### src/rtl/iec_pkg.sv
// Shared constants and helpers for the IEC bus conditioner: default sizing,
// channel indices and the saturating glitch-count arithmetic.
package iec_pkg;

  localparam int IEC_CHANNELS = 3;
  localparam int IEC_SYNC     = 2;
  localparam int IEC_FILTER   = 2;
  localparam int IEC_DIV      = 32;

  localparam int IEC_ATN  = 0;
  localparam int IEC_CLK  = 1;
  localparam int IEC_DATA = 2;

  localparam logic [7:0] GLITCH_MAX = 8'hFF;

  typedef logic [3:0] run_t;
  typedef logic [7:0] glitch_t;

  function automatic glitch_t glitch_inc(input glitch_t v);
    return (v == GLITCH_MAX) ? v : v + glitch_t'(1);
  endfunction

endpackage

### src/rtl/iec_line_filter.sv
// One IEC bus line: synchroniser, run-length deglitch filter, edge pulses
// and a saturating count of rejected glitches.
module iec_line_filter
  import iec_pkg::*;
#(
  parameter int SYNC_STAGES = IEC_SYNC,
  parameter int FILTER_LEN  = IEC_FILTER
) (
  input  logic       clk32,
  input  logic       reset,
  input  logic       bus_in,
  input  logic       clr_glitch,
  output logic       bus_q,
  output logic       rise,
  output logic       fall,
  output logic [7:0] glitch_cnt
);

  localparam run_t RUN_LAST = run_t'(FILTER_LEN - 1);

  logic [SYNC_STAGES-1:0] r_sync;
  run_t                   r_run;
  logic                   r_bus_q;
  logic                   r_rise;
  logic                   r_fall;
  glitch_t                r_glitch;

  logic w_s;
  logic w_differ;
  logic w_accept;
  logic w_glitch;

  assign w_s      = r_sync[SYNC_STAGES-1];
  assign w_differ = (w_s != r_bus_q);
  assign w_accept = w_differ && (r_run == RUN_LAST);
  // A run that ends before reaching the accept length was a glitch.
  assign w_glitch = !w_differ && (r_run != run_t'(0));

  always_ff @(posedge clk32) begin
    if (reset) begin
      r_sync <= '1;
    end else begin
      r_sync <= {r_sync[SYNC_STAGES-2:0], bus_in};
    end
  end

  always_ff @(posedge clk32) begin
    if (reset) begin
      r_run   <= '0;
      r_bus_q <= 1'b1;
      r_rise  <= 1'b0;
      r_fall  <= 1'b0;
    end else begin
      r_rise <= 1'b0;
      r_fall <= 1'b0;
      if (!w_differ) begin
        r_run <= '0;
      end else if (w_accept) begin
        r_bus_q <= w_s;
        r_run   <= '0;
        r_rise  <= w_s;
        r_fall  <= !w_s;
      end else begin
        r_run <= r_run + run_t'(1);
      end
    end
  end

  always_ff @(posedge clk32) begin
    if (reset || clr_glitch) begin
      r_glitch <= '0;
    end else if (w_glitch) begin
      r_glitch <= glitch_inc(r_glitch);
    end
  end

  assign bus_q      = r_bus_q;
  assign rise       = r_rise;
  assign fall       = r_fall;
  assign glitch_cnt = r_glitch;

endmodule

### src/rtl/iec_bus_cond.sv
// IEC bus front end: per-line filtering and wired-AND resolution, plus the
// phi2 rising/falling clock-enable generator for the CPU and VIAs.
module iec_bus_cond
  import iec_pkg::*;
#(
  parameter int CHANNELS    = IEC_CHANNELS,
  parameter int SYNC_STAGES = IEC_SYNC,
  parameter int FILTER_LEN  = IEC_FILTER,
  parameter int DIV         = IEC_DIV
) (
  input  logic                  clk32,
  input  logic                  reset,
  input  logic [CHANNELS-1:0]   bus_in,
  input  logic [CHANNELS-1:0]   drive_out,
  input  logic                  clr_glitch,
  output logic [CHANNELS-1:0]   bus_q,
  output logic [CHANNELS-1:0]   wired,
  output logic [CHANNELS-1:0]   rise,
  output logic [CHANNELS-1:0]   fall,
  output logic [8*CHANNELS-1:0] glitch_cnt,
  output logic                  p2_rise,
  output logic                  p2_fall
);

  localparam int            D_W    = $clog2(DIV);
  localparam logic [D_W-1:0] D_LAST = D_W'(DIV - 1);
  localparam logic [D_W-1:0] D_HALF = D_W'(DIV / 2);

  logic [D_W-1:0] r_d;
  logic           r_p2_rise;
  logic           r_p2_fall;

  generate
    for (genvar gi = 0; gi < CHANNELS; gi++) begin : g_line
      iec_line_filter #(
        .SYNC_STAGES (SYNC_STAGES),
        .FILTER_LEN  (FILTER_LEN)
      ) u_line (
        .clk32      (clk32),
        .reset      (reset),
        .bus_in     (bus_in[gi]),
        .clr_glitch (clr_glitch),
        .bus_q      (bus_q[gi]),
        .rise       (rise[gi]),
        .fall       (fall[gi]),
        .glitch_cnt (glitch_cnt[8*gi +: 8])
      );
    end
  endgenerate

  // The bus as seen locally: our own pull-down wins over a released line.
  assign wired = bus_q & drive_out;

  always_ff @(posedge clk32) begin
    if (reset) begin
      r_d       <= '0;
      r_p2_rise <= 1'b0;
      r_p2_fall <= 1'b0;
    end else begin
      r_d       <= (r_d == D_LAST) ? '0 : r_d + D_W'(1);
      r_p2_rise <= (r_d == '0);
      r_p2_fall <= (r_d == D_HALF);
    end
  end

  assign p2_rise = r_p2_rise;
  assign p2_fall = r_p2_fall;

endmodule

### config.mk
export PLATFORM = sky130hd
export DESIGN_NAME = iec_bus_cond
export DESIGN_NICKNAME = d
export VERILOG_FILES = /design/src/rtl/iec_pkg.sv /design/src/rtl/iec_line_filter.sv /design/src/rtl/iec_bus_cond.sv
export SDC_FILE = /design/constraint.sdc
export NUM_CORES = 1
export LEC_CHECK = 0
export BUFFER_PORTS_ARGS = -buffer_cell sky130_fd_sc_hd__buf_4
export CORE_MARGIN = 1.5
export CORE_UTILIZATION = 41
export CTS_CLUSTER_DIAMETER = 80
export CTS_CLUSTER_SIZE = 20
export DETAILED_ROUTE_END_ITERATION = 10
export PLACE_DENSITY = 0.71
export SETUP_SLACK_MARGIN = 0.4
export SLEW_MARGIN = 25
export SYNTH_ARGS = -nofsm -noshare
export SYNTH_HDL_FRONTEND = slang
export SYNTH_SLANG_ARGS = --single-unit
### constraint.sdc
create_clock -name clk32 -period 1.43 [get_ports clk32]
set_input_delay 0.0715 -clock clk32 [delete_from_list [all_inputs] [get_ports clk32]]
set_output_delay 0.0715 -clock clk32 [all_outputs]
set_load 0.02 [all_outputs]
# Yosys cells after proc, flatten, opt, wreduce, memory -nomap -nowiden
# Index checks and enable logic that the tools add are counted.
dict set report classes {
  add_sub_neg 7
  multipliers 0
  n_div 0
  magnitude_cmp 0
  n_eq_ne 11
  n_shift 0
  muxes 0
  n_bitwise 10
  reduce_logical 30
}
# cell n
set op_table {}
lappend op_table {{$add A8 B1 Y8 const B} 3}
lappend op_table {{$eq A8 B8 Y1 const B} 3}
lappend op_table {{$reduce_or A3 Y1} 6}
lappend op_table {{$add A4 B1 Y4 const B} 3}
lappend op_table {{$eq A4 B1 Y1 const B} 3}
lappend op_table {{$reduce_and A2 Y1} 6}
lappend op_table {{$reduce_bool A4 Y1} 3}
lappend op_table {{$eq A5 B5 Y1 const B} 2}
lappend op_table {{$not A1 Y1} 9}
lappend op_table {{$logic_and A1 B1 Y1} 6}
lappend op_table {{$logic_not A1 Y1} 6}
lappend op_table {{$add A5 B1 Y5 const B} 1}
lappend op_table {{$logic_not A5 Y1} 1}
lappend op_table {{$and A3 B3 Y3} 1}
lappend op_table {{$ne A1 B1 Y1} 3}
lappend op_table {{$reduce_or A2 Y1} 1}
lappend op_table {{$logic_or A1 B1 Y1} 1}
dict set report word_totals {
  ff_bits 58
  latchBits 0
  mem_bits_rw 0
  romBits 0
  in_bits 9
  output_inout_bits 38
  wordCells 79
  mem_count 0
}

# Longest topological paths before layout
# Gate-level depths: netlist (run 1).
dict set report depth {
  word_depth 4
  mapped_depth 6
  depth_no_buf 6
}

# Hierarchy
# Synthesis (run 1) repeated with hierarchy kept, for this count alone.
dict set report hier_totals {
  cells_unflattened 265
  area_unflattened_um2 2592.5
}
# module instances cells_per_inst area_each_um2 seq_area_each_um2
set by_module_without_submodules {}
lappend by_module_without_submodules {iec_line_filter 3 79 757.0 340.3}
lappend by_module_without_submodules {iec_bus_cond 1 28 321.6 140.1}

# Least setup slack after synthesis (run 1)
# OpenSTA, ideal clock, no wires.
dict set report synth_timing {
  path_kind {register -> register}
  from {reg g_line[0].u_line.r_glitch[0]}
  to {reg g_line[0].u_line.r_glitch[6]}
  setup_ps 115
  arrival_time_ps 1606
  t_required_ps 1315
  slack_ps -290
  path_stages_with_launch 6
  path_cell_list {dfxtp_1 ha_1 nand4_1 a2111oi_0 a31oi_1 o21a_1}
}
dict set report synth_via {
  elab_chain_len 3
  elab_cells_between_ends 4
}
# item line
set synth_lines {}
lappend synth_lines {{from (decl)} iec_line_filter.sv:26} ;# glitch_t r_glitch;
lappend synth_lines {{from (signal assigned)} iec_line_filter.sv:73} ;# r_glitch <= glitch_inc(r_glitch);
lappend synth_lines {{parallel branches: the longest is 3 deep, another holds $add A8 B1 Y8} --}
# Several ways; the timed one is not identified.
# A chain may end at the register's enable or synchronous reset.

# Final worst setup path (run 1)
dict set report layout_timing {
  from {reg g_line[2].u_line.r_run[1]}
  to {reg g_line[2].u_line.r_glitch[1]}
}
dict set report layout_via {
  elab_chain_len 3
}
# item line
set layout_lines {}
lappend layout_lines {{from (decl)} iec_line_filter.sv:22} ;# run_t r_run;
lappend layout_lines {{from (signal assigned)} iec_line_filter.sv:64} ;# r_run <= r_run + run_t'(1);
lappend layout_lines {{$reduce_bool A4 Y1} iec_line_filter.sv:37} ;# assign w_glitch = !w_differ && (r_run != run_t'(0));
lappend layout_lines {{$logic_and A1 B1 Y1} iec_line_filter.sv:37}
lappend layout_lines {{$reduce_and A2 Y1 (no source line)} --}
lappend layout_lines {{to (signal assigned)} iec_line_filter.sv:73}
lappend layout_lines {{to (decl)} iec_line_filter.sv:26}
# No other way between the ends.

==> impl_metrics.yaml, run 1 <==
run_status:
  status: "finished, violations left"
  violations: "negative setup slack"
place:
  gp_congestion: 0.790
  dp.cells: 421
  dp_hpwl_um: 4140
  portBuffers: 46
global_route:
  grt_use_met2: 0.385
  use_met1: 0.236
  grt_pass1_wl_um: 11100
  grt_start_max_net_pins: 21
  gr-total-overflow: 0
  antenna_found_initial: 0
  grt.total_usage: 0.221
  grt_pass1_vias: 2435
  top_usage_layer: "met2"
  met3_usage: 0.0758
power:
  total_power_mw: 3.73
  p_leak_nw: 1.82
  ir_drop_mv: 0.700
  powerDensity_mw_per_mm2: 808
synth:
  synth_fp_nets: 299
  synth_area_per_cell_um2: 9.37
  ys.flop_type: "dfxtp_1"
  synthCells: 275
  synth_cell_types: 45
  synth_seq_cells: 58
  synthArstFlopShare: 0
  synth_edf_count: 0
  yosysSeqAreaShare: 0.451
  synth_area_mm2: 0.00258
  synth_warnings: 0
sta:
  worstMarginPinSlew_ns: 0.417
  rsz0062_at_grt: "true"
  max_slew_margin: 0.722
  hold_viol: 0
  skew_ns: 0.00897
  report.final.slew_viol_count: 0
  fin_ws_ns: -0.183
  finalCritPeriodShare: 1.13
  max_freq_mhz: 620
  fin_setup_tns_ns: -1.01
  fin_crit_ns: 1.61
  setup_viol: 15
clock_tree:
  tritoncts: "yes"
  cts_buffer_depth: 2
  clock_latency_ns: 0.34
  cts_num_sinks: 58
  htree_levels: 3
  cts_inserted_buffers: 9
  cts-root-buf: "clkbuf_8"
  clkTransAtPathRegs_ns: 0.06
floorplanning:
  std_cell_rows: 28
  die_h_um: 82.3
  core_region_area_mm2: 0.00599
  start_util: 0.430
  io_pins: 47
  die_area_mm2: 0.00677
  die_w_um: 82.3
worst_setup_path:
  cp_cell_sequence: "inv_2 > ha_4 > or3b_4 > o211ai_1 > buf_4 > mux2i_1 > nor2_1"
  cpPeakStageDelay_ns: 0.36
  cp_top_family: "simple AND/OR/NAND/NOR gates"
  cp.depth: 7
  reg2regPathDepth: 7
  critical_path_buf_inv_count: 2
  crit_arrival_ns: 1.83
  critPathMaxFanout: 6
  slowest_stage: "or3b_4"
  end_kind: "flip-flop"
  path_class: "reg2reg"
  worstPathRequired_ns: 1.65
  start_kind: "flip-flop"
hold_path:
  hold_path_depth: 2
  hp-class: "in2reg"
route:
  routedWlPerCell_um: 15.2
  drt-total-wl_um: 7190
  vias: 2511
  drc: 0
  dr.pass1.iters: 4
  drt.antenna.violating_nets: 0
  drtIter0Drc: 78
  viasPerCell: 5.30
cells_and_area:
  fill_cells: 372
  instances_no_fill: 474
  areaGrowthSynthToFinish_pct: 79.1
  drive_gt1_frac: 0.664
  n_antenna_cell: 0
  fin_nets: 418
flow_run:
  cap_violations: 0
-- cell type report --
| type | instances | area [µm²] | area share |
|---|---|---|---|
| clock buffer | 15 | 196 | 0.0426 |
| inverter | 13 | 53.8 | 0.0117 |
| clock inverter | 1 | 5.00 | 0.00108 |
| tap | 75 | 93.8 | 0.0203 |
| sequential | 58 | 1250 | 0.271 |
| timing repair buffer | 122 | 1120 | 0.243 |
| multi-input combinational | 190 | 1890 | 0.411 |
-- final timing paths --
path	startpoint	endpoint	slack (ns)
worst max-delay path	g_line[2].u_line.r_run[1]	g_line[2].u_line.glitch_cnt[1]	-0.18
worst min-delay path	reset	g_line[2].u_line.bus_q	0.03
worst max register to register	g_line[2].u_line.r_run[1]	g_line[2].u_line.glitch_cnt[1]	-0.18
worst min register to register	g_line[1].u_line.r_sync[0]	g_line[1].u_line.r_sync[1]	0.41
-- cells by family (layout without fill, tap and decap cells) --
| logic type | after synthesis | count (layout) | synth area share |
|---|---|---|---|
| buffers and inverters | 27 | 151 | 0.0529 |
| AND/OR/NAND/NOR | 115 | 115 | 0.247 |
| adder cells (fa/ha/maj) | 15 | 15 | 0.0729 |
| multiplexers | 4 | 4 | 0.0155 |
| XOR/XNOR | 16 | 16 | 0.0573 |
| flip-flops | 58 | 58 | 0.451 |
| AO/OA/AOI/OAI | 40 | 40 | 0.104 |
-- layer usage --
metal	up-vias	wire [µm]	share of wire
li1	1212	-	-
met1	1212	2790	0.39
met2	67	3890	0.54
met3	20	309	0.043
met4	0	199	0.028
met5	-	0	0
-- registers in the layout (all words and copies together), names as in the netlist --
signal,flops
g_line.u_line.r_sync,6
p2_rise,1
g_line.u_line.r_run,12
r_d,5
g_line.u_line.glitch_cnt,24
g_line.u_line.fall,3
g_line.u_line.bus_q,3
g_line.u_line.rise,3
p2_fall,1
-- stage by stage --
stage | area (µm²) | setup slack, ns | hold slack, ns | util
floorplan | 2850 | -0.0253 | 0.175 | -
global placement | 3490 | -0.0862 | 0.257 | 0.582
detailed placement | 3490 | -0.145 | 0.261 | 0.582
CTS | 4260 | -0.148 | 0.00163 | 0.711
global route | 4610 | -0.256 | 0.0217 | 0.770
finish | 4610 | -0.183 | 0.0264 | 0.770
-- power by group --
group	switching, mW	internal, mW	total, mW
Sequential	0.0383	1.63	1.67
Clock	0.616	0.864	1.48
Combinational	0.265	0.310	0.575
-- cell usage after synthesis (all sizes together) (7+ instances only) --
| library cell | n | area, µm² |
|---|---|---|
| nand3 | 13 | 65.1 |
| ha | 15 | 188 |
| a21oi | 12 | 60.1 |
| o21ai | 8 | 40.0 |
| nor2 | 25 | 93.8 |
| dfxtp | 58 | 1160 |
| inv | 13 | 48.8 |
| buf | 10 | 72.6 |
| nand2 | 14 | 52.6 |
| and3 | 7 | 43.8 |
| xor2 | 10 | 87.6 |
| or2 | 7 | 43.8 |
| nand4 | 7 | 43.8 |
| nor3 | 8 | 40.0 |
| or3 | 7 | 45.1 |
| nor4b | 7 | 61.3 |
-- cells in the final DEF, fill, tap and decap left out, types with 4 or more instances in the layout --
master    netlist  layout
buf_4           9      66
buf_6           0      53
dfxtp_2         0      22
dfxtp_1        58      20
nor2_1         25      18
dfxtp_4         0      16
clkbuf_8        0      14
ha_4            0      11
nand3_1        13      10
a21oi_1        12       9
xor2_1         10       8
nand2_1        14       8
nand4_1         7       7
inv_2           0       6
and3_4          0       6
or2_2           6       6
nor4b_2         0       5
inv_1          13       5
or3_1           6       5
nor2_4          0       4
nand2_4         0       4
mux2i_1         4       4
xnor2_2         1       4
o21ai_0         8       4
nor3_2          0       4
-- repair_timing --
action	CTS	global route
hold buffers	3	0
resized for setup	88	69
endpoints found under the setup margin	67	74
hold endpoints to repair	3	0
setup buffers	21	13
gates cloned	0	0
pin swaps	36	35
-- worst reg2reg max path, cell delays in order, from the launching register on --
cell	delay, ns
dfxtp_2	0.33
inv_2	0.07
ha_4	0.13
or3b_4	0.36
o211ai_1	0.18
buf_4	0.20
mux2i_1	0.17
nor2_1	0.06
(Power assumes the default switching activity.)
==> run 2, diff against run 1 <==
--- a/config.mk
+++ b/config.mk
@@ -7,11 +7,11 @@
 export LEC_CHECK = 0
 export BUFFER_PORTS_ARGS = -buffer_cell sky130_fd_sc_hd__buf_4
 export CORE_MARGIN = 1.5
-export CORE_UTILIZATION = 41
+export CORE_UTILIZATION = 32
 export CTS_CLUSTER_DIAMETER = 80
 export CTS_CLUSTER_SIZE = 20
 export DETAILED_ROUTE_END_ITERATION = 10
-export PLACE_DENSITY = 0.71
+export PLACE_DENSITY = 0.58
 export SETUP_SLACK_MARGIN = 0.4
 export SLEW_MARGIN = 25
 export SYNTH_ARGS = -nofsm -noshare
==> constraint.sdc (replaced) <==
create_clock -name clk32 -period 1.7 [get_ports clk32]
set_input_delay 0.085 -clock clk32 [delete_from_list [all_inputs] [get_ports clk32]]
set_output_delay 0.085 -clock clk32 [all_outputs]
set_load 0.02 [all_outputs]
==> run 2 against run 1 <==
  * The flow now finishes without violations
  * Wire length decreased by 20%
  * Sequential cell count unchanged
  * Sequential power is 16% lower
  * Fmax grew 4.2%
  * Setup slack better by 0.33 ns
  * Critical path type unchanged
==> impl_metrics.yaml, run 2 (same netlist as run 1, synthesis figures left out) <==
sta:
  skew_ns: 0.00785
  worstMarginPinSlew_ns: 0.571
  max_slew_margin: 0.618
  report.final.slew_viol_count: 0
  rsz0062_at_grt: "true"
  fin_crit_ns: 1.55
  setup_viol: 0
  finalCritPeriodShare: 0.911
  fin_ws_ns: 0.152
  hold_viol: 0
  fin_setup_tns_ns: 0
  max_freq_mhz: 646
floorplanning:
  io_pins: 47
  std_cell_rows: 32
  die_area_mm2: 0.00860
  core_region_area_mm2: 0.00777
  start_util: 0.332
  die_w_um: 92.7
  die_h_um: 92.7
route:
  drt-total-wl_um: 5720
  vias: 2208
  viasPerCell: 4.87
  drc: 0
  drtIter0Drc: 70
  drt.antenna.violating_nets: 0
  routedWlPerCell_um: 12.6
  dr.pass1.iters: 4
worst_setup_path:
  critPathMaxFanout: 8
  crit_arrival_ns: 1.77
  reg2reg_from: "g_line[2].u_line.r_run[1]"
  start_kind: "flip-flop"
  end_kind: "flip-flop"
  path_class: "reg2reg"
  reg2regPathDepth: 6
  ff2ff_setup_slack_ns: 0.15
  worstPathRequired_ns: 1.92
  reg2reg_to: "g_line[2].u_line.glitch_cnt[1]"
place:
  gp_congestion: 0.845
  placed_cell_area_mm2: 0.00315
  post-place-ws_ns: 0.126
  portBuffers: 46
  dp.cells: 416
  dp_hpwl_um: 3760
global_route:
  grt.total_usage: 0.142
  grt_pass1_wl_um: 9540
  grt_start_max_net_pins: 15
  gr-total-overflow: 0
  grt_pass1_vias: 2076
  antenna_found_initial: 0
clock_tree:
  cts_num_sinks: 58
  cts_buffer_depth: 2
  tritoncts: "yes"
  clkTransAtPathRegs_ns: 0.06
  clock_latency_ns: 0.33
  htree_levels: 3
  cts_inserted_buffers: 9
  cts-root-buf: "clkbuf_8"
power:
  powerDensity_mw_per_mm2: 749
  total_power_mw: 2.77
  p_leak_nw: 1.44
  ir_drop_mv: 0.416
flow_run:
  cap_violations: 0
cells_and_area:
  fill_cells: 770
  fin_area_mm2: 0.00370
  largest_reg_flops: 24
  mostFrequentLayoutCells: "buf_4 (69), dfxtp_1 (33), nor2_1 (24)"
  drive_gt1_frac: 0.456
  instances_no_fill: 453
  n_antenna_cell: 0
  final_common_cell: "buf_4"
  fin_nets: 370
  areaGrowthSynthToFinish_pct: 43.6
hold_path:
  worst_hold_startpoint: "reset"
  hold_path_depth: 2
  hp-class: "in2reg"
  min_to: "r_d[0]"
run_status:
  status: "completed"
## run 2: layer usage
metal	global-route usage	wire [µm]	up-vias
met5	0	0	-
met3	0.0591	341	5
met2	0.241	2920	52
met1	0.160	2420	1029
li1	-	-	1122
met4	0.0480	47	0
## run 2: report_power, final
part	switching, mW	internal [mW]	leakage (nW)
Clock	0.516	0.562	0.0872
Combinational	0.142	0.135	0.875
Sequential	0.0317	1.38	0.481
Total	0.689	2.08	1.44
## run 2: final cells by class
cell class | count | area (µm²) | area share
tap | 102 | 128 | 0.0345
multi-input combinational | 190 | 1570 | 0.425
timing repair buffer | 74 | 571 | 0.154
sequential | 58 | 1210 | 0.328
inverter | 13 | 48.8 | 0.0132
clock buffer | 13 | 149 | 0.0403
clock inverter | 3 | 15.0 | 0.00406
## run 2: worst max-delay path by stage
stage	slack, ns	endpoint	cells past startpoint	start
after floorplan	0.24	g_line[2].u_line.glitch_cnt[2]	6	g_line[2].u_line.r_run[0]
after global placement	0.16	g_line[2].u_line.glitch_cnt[2]	6	g_line[2].u_line.r_run[0]
after detailed placement	0.13	g_line[2].u_line.glitch_cnt[4]	6	g_line[2].u_line.r_run[0]
after CTS	0.17	g_line[2].u_line.glitch_cnt[3]	6	g_line[2].u_line.r_run[1]
after global routing	0.07	g_line[2].u_line.glitch_cnt[2]	6	g_line[2].u_line.r_run[1]
final	0.15	g_line[2].u_line.glitch_cnt[1]	6	g_line[2].u_line.r_run[1]
## run 2: per-stage QoR
stage / utilization / hold slack, ns
floorplan: - / 0.189
global placement: 0.406 / 0.272
detailed placement: 0.406 / 0.271
CTS: 0.462 / 0.0442
global route: 0.476 / 0.0532
finish: 0.476 / 0.0467
## run 2: critical path: stages, from the launching register on
cell and delay (ns):
dfxtp_2 0.32, inv_2 0.08, ha_4 0.13, or3b_4 0.35, o211ai_1 0.27, mux2i_1 0.24, nor2_1 0.05
## run 2: timing repair
action | in CTS | in global routing
gates resized for setup | 30 | 20
hold endpoints to repair | 3 | 0
endpoints found under the setup margin | 25 | 31
pin swaps | 21 | 17
buffers inserted | 13 | 5
hold buffers | 3 | 0
